$ cat config.mk
export PLATFORM = sky130hd
export DESIGN_NAME = stopwatch_ctrl_flat
export DESIGN_NICKNAME = d
export VERILOG_FILES = /design/src/rtl/stopwatch_pkg.sv /design/src/rtl/stopwatch_ctrl_if.sv /design/src/rtl/stopwatch_ctrl_ms_tick_gen.sv /design/src/rtl/stopwatch_ctrl.sv /design/src/flat_wrapper.sv
export SDC_FILE = /design/constraint.sdc
export NUM_CORES = 1
export LEC_CHECK = 0
export ABC_AREA = 1
export CAP_MARGIN = 15
export CORE_MARGIN = 2
export CORE_UTILIZATION = 40
export DETAILED_ROUTE_END_ITERATION = 7
export DONT_BUFFER_PORTS = 1
export GPL_TIMING_DRIVEN = 0
export PLACE_DENSITY = 0.66
export SYNTH_ARGS = -nofsm -noshare
export SYNTH_HDL_FRONTEND = slang
export SYNTH_SLANG_ARGS = --single-unit
$ cat constraint.sdc
create_clock -name clk_27Mhz -period 2.2 [get_ports clk_27Mhz]
set_input_delay 0.11 -clock clk_27Mhz [delete_from_list [all_inputs] [get_ports clk_27Mhz]]
set_output_delay 0.11 -clock clk_27Mhz [all_outputs]
set_load 0.02 [all_outputs]
$ cat src/rtl/stopwatch_pkg.sv
// Shared types, field limits and count-increment helpers for the stopwatch sequencer.
package stopwatch_pkg;

  typedef enum logic [1:0] {
    IDLE   = 2'd0,
    RUN    = 2'd1,
    LAP    = 2'd2,
    PAUSED = 2'd3
  } sw_state_e;

  localparam int MIN_W = 6;
  localparam int SEC_W = 6;
  localparam int MS_W  = 10;

  localparam logic [MS_W-1:0]  MS_MAX  = 10'd999;
  localparam logic [SEC_W-1:0] SEC_MAX = 6'd59;

  typedef struct packed {
    logic [MIN_W-1:0] min;
    logic [SEC_W-1:0] sec;
    logic [MS_W-1:0]  ms;
  } sw_count_t;

  localparam sw_count_t COUNT_ZERO = {6'd0, 6'd0, 10'd0};

  // Advance a min:sec:ms count by one millisecond, rolling minutes over after max_min.
  function automatic sw_count_t count_inc(input sw_count_t c, input logic [MIN_W-1:0] max_min);
    sw_count_t n;
    n = c;
    if (c.ms == MS_MAX) begin
      n.ms = 10'd0;
      if (c.sec == SEC_MAX) begin
        n.sec = 6'd0;
        if (c.min == max_min) begin
          n.min = 6'd0;
        end else begin
          n.min = c.min + 6'd1;
        end
      end else begin
        n.sec = c.sec + 6'd1;
      end
    end else begin
      n.ms = c.ms + 10'd1;
    end
    return n;
  endfunction

  function automatic logic count_at_max(input sw_count_t c, input logic [MIN_W-1:0] max_min);
    return (c.ms == MS_MAX) && (c.sec == SEC_MAX) && (c.min == max_min);
  endfunction

endpackage

$ cat src/rtl/stopwatch_ctrl_if.sv
// Button-pulse and display bundle between the debouncers, the stopwatch and the display mux.
interface stopwatch_ctrl_if;
  import stopwatch_pkg::*;

  logic             start_stop_p;
  logic             lap_p;
  logic             clear_p;
  logic [MIN_W-1:0] disp_min;
  logic [SEC_W-1:0] disp_sec;
  logic [MS_W-1:0]  disp_ms;
  logic             running;
  logic             lap_active;
  logic             wrap_p;

  modport master (
    output start_stop_p, lap_p, clear_p,
    input  disp_min, disp_sec, disp_ms, running, lap_active, wrap_p
  );

  modport slave (
    input  start_stop_p, lap_p, clear_p,
    output disp_min, disp_sec, disp_ms, running, lap_active, wrap_p
  );

endinterface

$ cat src/rtl/stopwatch_ctrl_ms_tick_gen.sv
// Millisecond prescaler: counts clk_27Mhz cycles while enabled and flags the last cycle of each ms.
module ms_tick_gen #(
  parameter int DIV = 27_000
) (
  input  logic clk_27Mhz,
  input  logic rst_n,
  input  logic en,
  input  logic zero,
  output logic tick
);

  localparam int               CNT_W = $clog2(DIV);
  localparam logic [CNT_W-1:0] LAST  = CNT_W'(DIV - 1);

  logic [CNT_W-1:0] presc_r;

  assign tick = en && (presc_r == LAST);

  // Prescaler holds its phase while disabled so a resumed run loses no partial millisecond.
  always_ff @(posedge clk_27Mhz or negedge rst_n) begin
    if (!rst_n) begin
      presc_r <= {CNT_W{1'b0}};
    end else if (zero) begin
      presc_r <= {CNT_W{1'b0}};
    end else if (tick) begin
      presc_r <= {CNT_W{1'b0}};
    end else if (en) begin
      presc_r <= presc_r + CNT_W'(1);
    end else begin
      presc_r <= presc_r;
    end
  end

endmodule

$ cat src/rtl/stopwatch_ctrl.sv
// Stopwatch sequencer: run/pause/lap/clear control over a min:sec:ms count driven by a 1 ms tick.
module stopwatch_ctrl
  import stopwatch_pkg::*;
#(
  parameter int DIV     = 27_000,
  parameter int MAX_MIN = 59
) (
  input  logic              clk_27Mhz,
  input  logic              rst_n,
  stopwatch_ctrl_if.slave   sw
);

  localparam logic [MIN_W-1:0] MAX_MIN_C = MIN_W'(MAX_MIN);

  sw_state_e state_r, state_s;
  sw_count_t live_r, live_s;
  sw_count_t held_r, held_s;
  sw_count_t disp_r, disp_s;
  logic      running_r, running_s;
  logic      lap_active_r, lap_active_s;
  logic      wrap_r, wrap_s;
  logic      presc_en_s, presc_zero_s, tick_s;

  ms_tick_gen #(.DIV(DIV)) u_ms_tick_gen (
    .clk_27Mhz (clk_27Mhz),
    .rst_n     (rst_n),
    .en        (presc_en_s),
    .zero      (presc_zero_s),
    .tick      (tick_s)
  );

  // State register.
  always_ff @(posedge clk_27Mhz or negedge rst_n) begin
    if (!rst_n) begin
      state_r <= IDLE;
    end else begin
      state_r <= state_s;
    end
  end

  // Next state: clear outranks start/stop, which outranks lap; events invalid in a state fall through.
  always_comb begin
    state_s = state_r;
    case (state_r)
      IDLE: begin
        if (sw.start_stop_p) state_s = RUN;
        else                 state_s = IDLE;
      end
      RUN: begin
        if (sw.start_stop_p) state_s = PAUSED;
        else if (sw.lap_p)   state_s = LAP;
        else                 state_s = RUN;
      end
      LAP: begin
        if (sw.start_stop_p) state_s = PAUSED;
        else if (sw.lap_p)   state_s = RUN;
        else                 state_s = LAP;
      end
      PAUSED: begin
        if (sw.clear_p)           state_s = IDLE;
        else if (sw.start_stop_p) state_s = RUN;
        else                      state_s = PAUSED;
      end
      default: state_s = IDLE;
    endcase
  end

  // Datapath and output next values; the lap snapshot takes the pre-tick live count.
  always_comb begin
    presc_en_s   = (state_r == RUN) || (state_r == LAP);
    presc_zero_s = ((state_r == IDLE) && sw.start_stop_p) || ((state_r == PAUSED) && sw.clear_p);

    if ((state_r == PAUSED) && (state_s == IDLE)) begin
      live_s = COUNT_ZERO;
    end else if (tick_s) begin
      live_s = count_inc(live_r, MAX_MIN_C);
    end else begin
      live_s = live_r;
    end

    if ((state_r == RUN) && (state_s == LAP)) begin
      held_s = live_r;
    end else begin
      held_s = held_r;
    end

    if (state_s == LAP) begin
      disp_s = held_s;
    end else begin
      disp_s = live_s;
    end

    wrap_s       = tick_s && count_at_max(live_r, MAX_MIN_C);
    running_s    = (state_s == RUN) || (state_s == LAP);
    lap_active_s = (state_s == LAP);
  end

  // Count and output registers.
  always_ff @(posedge clk_27Mhz or negedge rst_n) begin
    if (!rst_n) begin
      live_r       <= COUNT_ZERO;
      held_r       <= COUNT_ZERO;
      disp_r       <= COUNT_ZERO;
      running_r    <= 1'b0;
      lap_active_r <= 1'b0;
      wrap_r       <= 1'b0;
    end else begin
      live_r       <= live_s;
      held_r       <= held_s;
      disp_r       <= disp_s;
      running_r    <= running_s;
      lap_active_r <= lap_active_s;
      wrap_r       <= wrap_s;
    end
  end

  assign sw.disp_min   = disp_r.min;
  assign sw.disp_sec   = disp_r.sec;
  assign sw.disp_ms    = disp_r.ms;
  assign sw.running    = running_r;
  assign sw.lap_active = lap_active_r;
  assign sw.wrap_p     = wrap_r;

endmodule

$ cat src/flat_wrapper.sv
// flat-port wrapper written by rule: the top's interface ports become plain ports
module stopwatch_ctrl_flat import stopwatch_pkg::*;
#(
  parameter int DIV     = 27_000,
  parameter int MAX_MIN = 59
)
  (clk_27Mhz, rst_n, sw_start_stop_p, sw_lap_p, sw_clear_p, sw_disp_min, sw_disp_sec, sw_disp_ms, sw_running, sw_lap_active, sw_wrap_p);
  stopwatch_ctrl_if sw_i ();
  input  logic clk_27Mhz;
  input  logic rst_n;
  input wire logic [$bits(sw_i.start_stop_p)-1:0] sw_start_stop_p;
  input wire logic [$bits(sw_i.lap_p)-1:0] sw_lap_p;
  input wire logic [$bits(sw_i.clear_p)-1:0] sw_clear_p;
  output wire logic [$bits(sw_i.disp_min)-1:0] sw_disp_min;
  output wire logic [$bits(sw_i.disp_sec)-1:0] sw_disp_sec;
  output wire logic [$bits(sw_i.disp_ms)-1:0] sw_disp_ms;
  output wire logic [$bits(sw_i.running)-1:0] sw_running;
  output wire logic [$bits(sw_i.lap_active)-1:0] sw_lap_active;
  output wire logic [$bits(sw_i.wrap_p)-1:0] sw_wrap_p;
  assign sw_i.start_stop_p = sw_start_stop_p;
  assign sw_i.lap_p = sw_lap_p;
  assign sw_i.clear_p = sw_clear_p;
  assign sw_disp_min = sw_i.disp_min;
  assign sw_disp_sec = sw_i.disp_sec;
  assign sw_disp_ms = sw_i.disp_ms;
  assign sw_running = sw_i.running;
  assign sw_lap_active = sw_i.lap_active;
  assign sw_wrap_p = sw_i.wrap_p;
  stopwatch_ctrl #(.DIV(DIV), .MAX_MIN(MAX_MIN)) u_core (.clk_27Mhz(clk_27Mhz), .rst_n(rst_n), .sw(sw_i));
endmodule
==> impl_metrics.env <==
export IMPL_wl_per_cell_um=14.35
export IMPL_finalWorstPathRequiredPeriod_ps=2064
export IMPL_instances_no_fill=745
export IMPL_setup_viol=0
export IMPL_insertion_delay_ps=350
export IMPL_syn_nets=600
export IMPL_synth_seq_cells=86
export IMPL_die_area_mm2=0.01218
export IMPL_p_per_area_mw_per_mm2=1031
export IMPL_tightest_slew_ps=409.8
export IMPL_grt_use_total=0.1974
export IMPL_num_fill_cells=1063
export IMPL_arrival_ps=2340
export IMPL_die_y_um=110.4
export IMPL_hold_ws_ps=26.76
export IMPL_timing_fmax_mhz=484.5
export IMPL_synth_most_common_cell="nand2_1"
export IMPL_cp_max_fo=10
export IMPL_cts_max_level=3
export IMPL_grt_pass1_vias=3881
export IMPL_finalPower_w=0.005413
export IMPL_yosysTopAreaCell="dfrtp_1"
export IMPL_antenna_cells=0
export IMPL_drc=0
export IMPL_ys_types=37
export IMPL_yosys_warnings=0
export IMPL_ys_dominant_reg_cell="dfrtp_1"
export IMPL_postRouteAntennaNets=0
export IMPL_synthTopCellsByCount="179 x nand2_1, 86 x dfrtp_1, 74 x inv_1"
export IMPL_cpMaxStageDelayCell="dfrtp_2"
export IMPL_critPathKind="reg2reg"
export IMPL_dp_cells=725
export IMPL_critPathCaptureType="flop"
export IMPL_fin_skew_ps=10.84
export IMPL_nets=615
export IMPL_vias=3872
export IMPL_ys_seq_area_frac=0.4757
export IMPL_die_width_um=110.4
export IMPL_start_util=0.4137
export IMPL_slew_limit_headroom=0.7258
export IMPL_seqCellArea_mm2=0.002153
export IMPL_run_status="finished clean"
export IMPL_ys_async_sr_fraction=1.000
export IMPL_dr_pass1_iters=5
export IMPL_cp_required_ps=2480
export IMPL_antenna_found_initial=0
export IMPL_rows=38
export IMPL_worst_slack_ps=136.0
export IMPL_overflow=0
export IMPL_crit_path_max_incr_delay_ps=430
export IMPL_clockBufferDepth=2
export IMPL_drv_cap=0
export IMPL_hp_class="in2reg"
export IMPL_area_growth_pct=16.07
export IMPL_grt_setup_unrepaired="yes"
export IMPL_core_mm2=0.01094
export IMPL_multi_input_area_mm2=0.002098
export IMPL_drive_gt1_frac=0.1322
export IMPL_synth_area_leaders="dfrtp_1 48%, nand2_1 15%, inv_1 6.1%"
export IMPL_clock_sinks=86
export IMPL_io_pins=30
export IMPL_cts_tree="done"
export IMPL_grt_pass1_wl_um=18440
export IMPL_drv_slew=0
export IMPL_synth_area_mm2=0.004524
export IMPL_clk_pin_slew_ps=60
export IMPL_gp_congestion=0.8575
export IMPL_routed_wl_um=10690
export IMPL_synth_edf_count=0
export IMPL_root_buffer="clkbuf_16"
export IMPL_yosysTopAreaCellShare=0.4757
export IMPL_cp_start_kind="flop"
export IMPL_hold_viol_final=0
export IMPL_port_buffers=0
export IMPL_period_share=0.9382
export IMPL_avgViaCountPerCell=5.197
export IMPL_leakagePower_nw=2.631
export IMPL_crit_path_frequent_cell="nand2_1"
export IMPL_syn_area_per_cell_um2=7.734
export IMPL_synth_cells=585
export IMPL_path_cells="inv_2 -> ha_2 -> o21ai_0 -> o211ai_1 -> nand2_1 -> inv_2 -> ha_4 -> buf_6 -> nand2_4 -> clkbuf_8 -> nand2_1 -> o21ai_1 -> nand2_1 -> nand2_1"
export IMPL_post_place_ws_ps=-466.0
export IMPL_drt_initial_drc_count=228
export IMPL_tns_ps=0
export IMPL_grt_max_degree=87
export IMPL_numCtsBuffers=9
export IMPL_max_vdd_ir_drop_uv=870.5
export IMPL_dp_hpwl_um=7368
==> sequential cells by signal (all words and copies together) (netlist names), 2 cells and up <==
signal,flops
u_core.sw.disp_min,6
u_core.live_r,22
u_core.sw.disp_ms,10
u_core.held_r,22
u_core.u_ms_tick_gen.presc_r,15
u_core.state_r,2
u_core.sw.disp_sec,6
==> final cells by class <==
class / count / share of cell area
plain buffers: 12 / 0.01763
clock buffers: 9 / 0.04289
multi-input cells: 407 / 0.3996
clock inverters: 7 / 0.02406
flip-flops and latches: 86 / 0.4101
inverters: 80 / 0.05957
repair buffers: 4 / 0.01287
well taps: 140 / 0.03336
==> where the power goes <==
| group | leakage, nW | switching, W | total, W | internal [W] |
|---|---|---|---|---|
| sequential | 1.15 | 0.000298 | 0.00216 | 0.00186 |
| clock | 0.169 | 0.000675 | 0.00180 | 0.00113 |
| combinational | 1.31 | 0.000961 | 0.00145 | 0.000489 |
==> cell usage in the layout, fill, tap and decap left out, drive strengths merged <==
master / netlist / layout
nor2: 60 / 60
nand4: 19 / 19
o211ai: 1 / 1
a21boi: 1 / 1
a31oi: 1 / 1
nand2: 185 / 185
dfrtp: 86 / 86
a21oi: 12 / 12
or2: 1 / 1
o21ai: 50 / 50
o21a: 1 / 1
dlygate4sd3: 0 / 2
nand3b: 1 / 1
clkinv: 2 / 1
and2: 1 / 1
nand3: 43 / 43
buf: 7 / 10
nor3: 9 / 9
ha: 10 / 10
inv: 78 / 82
clkbuf: 5 / 13
clkinvlp: 0 / 1
and3: 3 / 3
xor2: 6 / 6
o22ai: 3 / 3
bufinv: 0 / 3
==> metrics by stage <==
| step | area [um2] | utilization |
|---|---|---|
| final | 5251 | 0.4802 |
| after global routing | 5251 | 0.4802 |
| after detailed placement | 4700 | 0.4297 |
| after CTS | 5157 | 0.4716 |
| after global placement | 4700 | 0.4297 |
| after floorplan | 4524 | - |
==> worst max-delay path, delay by kind of cell, from the launching register on <==
| kind | cells | cell delay (ps) |
|---|---|---|
| fa+ha+maj | 2 | 350 |
| buf+inv | 4 | 450 |
| flops | 1 | 430 |
| simple gates | 5 | 490 |
| compound gates | 3 | 290 |
==> repair_timing <==
item                                    4_1_cts  5_1_grt
setup buffers                                 0        1
pin swaps                                     1        4
gates resized for setup                      23       42
hold buffers                                  3        0
endpoints found under the hold margin        87        0
endpoints found under the setup margin       47       40
==> logic make-up after synthesis <==
| group | count (synthesis) | share of synthesized area |
|---|---|---|
| simple gates | 322 | 0.3230 |
| buf+inv | 92 | 0.07965 |
| flops | 86 | 0.4757 |
| compound gates | 69 | 0.08242 |
| fa+ha+maj | 10 | 0.02765 |
| xor+xnor | 6 | 0.01161 |
==> routing by layer <==
metal	up-vias	wire length (um)	global-route usage
met5	-	0	0
met4	0	124	0.04554
met3	14	681	0.05585
met2	117	5176	0.3335
met1	1844	4706	0.2516
li1	1897	-	-
==> final timing paths <==
| kind | startpoint | end | cells past startpoint | slack (ps) |
|---|---|---|---|---|
| setup / recovery | u_core.state_r[0] | u_core.sw.disp_min[5] | 14 | 140 |
| hold / removal | sw_lap_p | u_core.state_r[0] | 4 | 30 |
| setup reg to reg | u_core.state_r[0] | u_core.sw.disp_min[5] | 14 | 140 |
| hold reg to reg | u_core.held_r[15] | u_core.held_r[15] | 2 | 480 |
| max in group asynchronous | rst_n | u_core.state_r[0] | 2 | 1510 |
| min in group asynchronous | rst_n | u_core.sw.disp_min[3] | 2 | 340 |
Note: power is estimated with default switching activity, not from simulation.
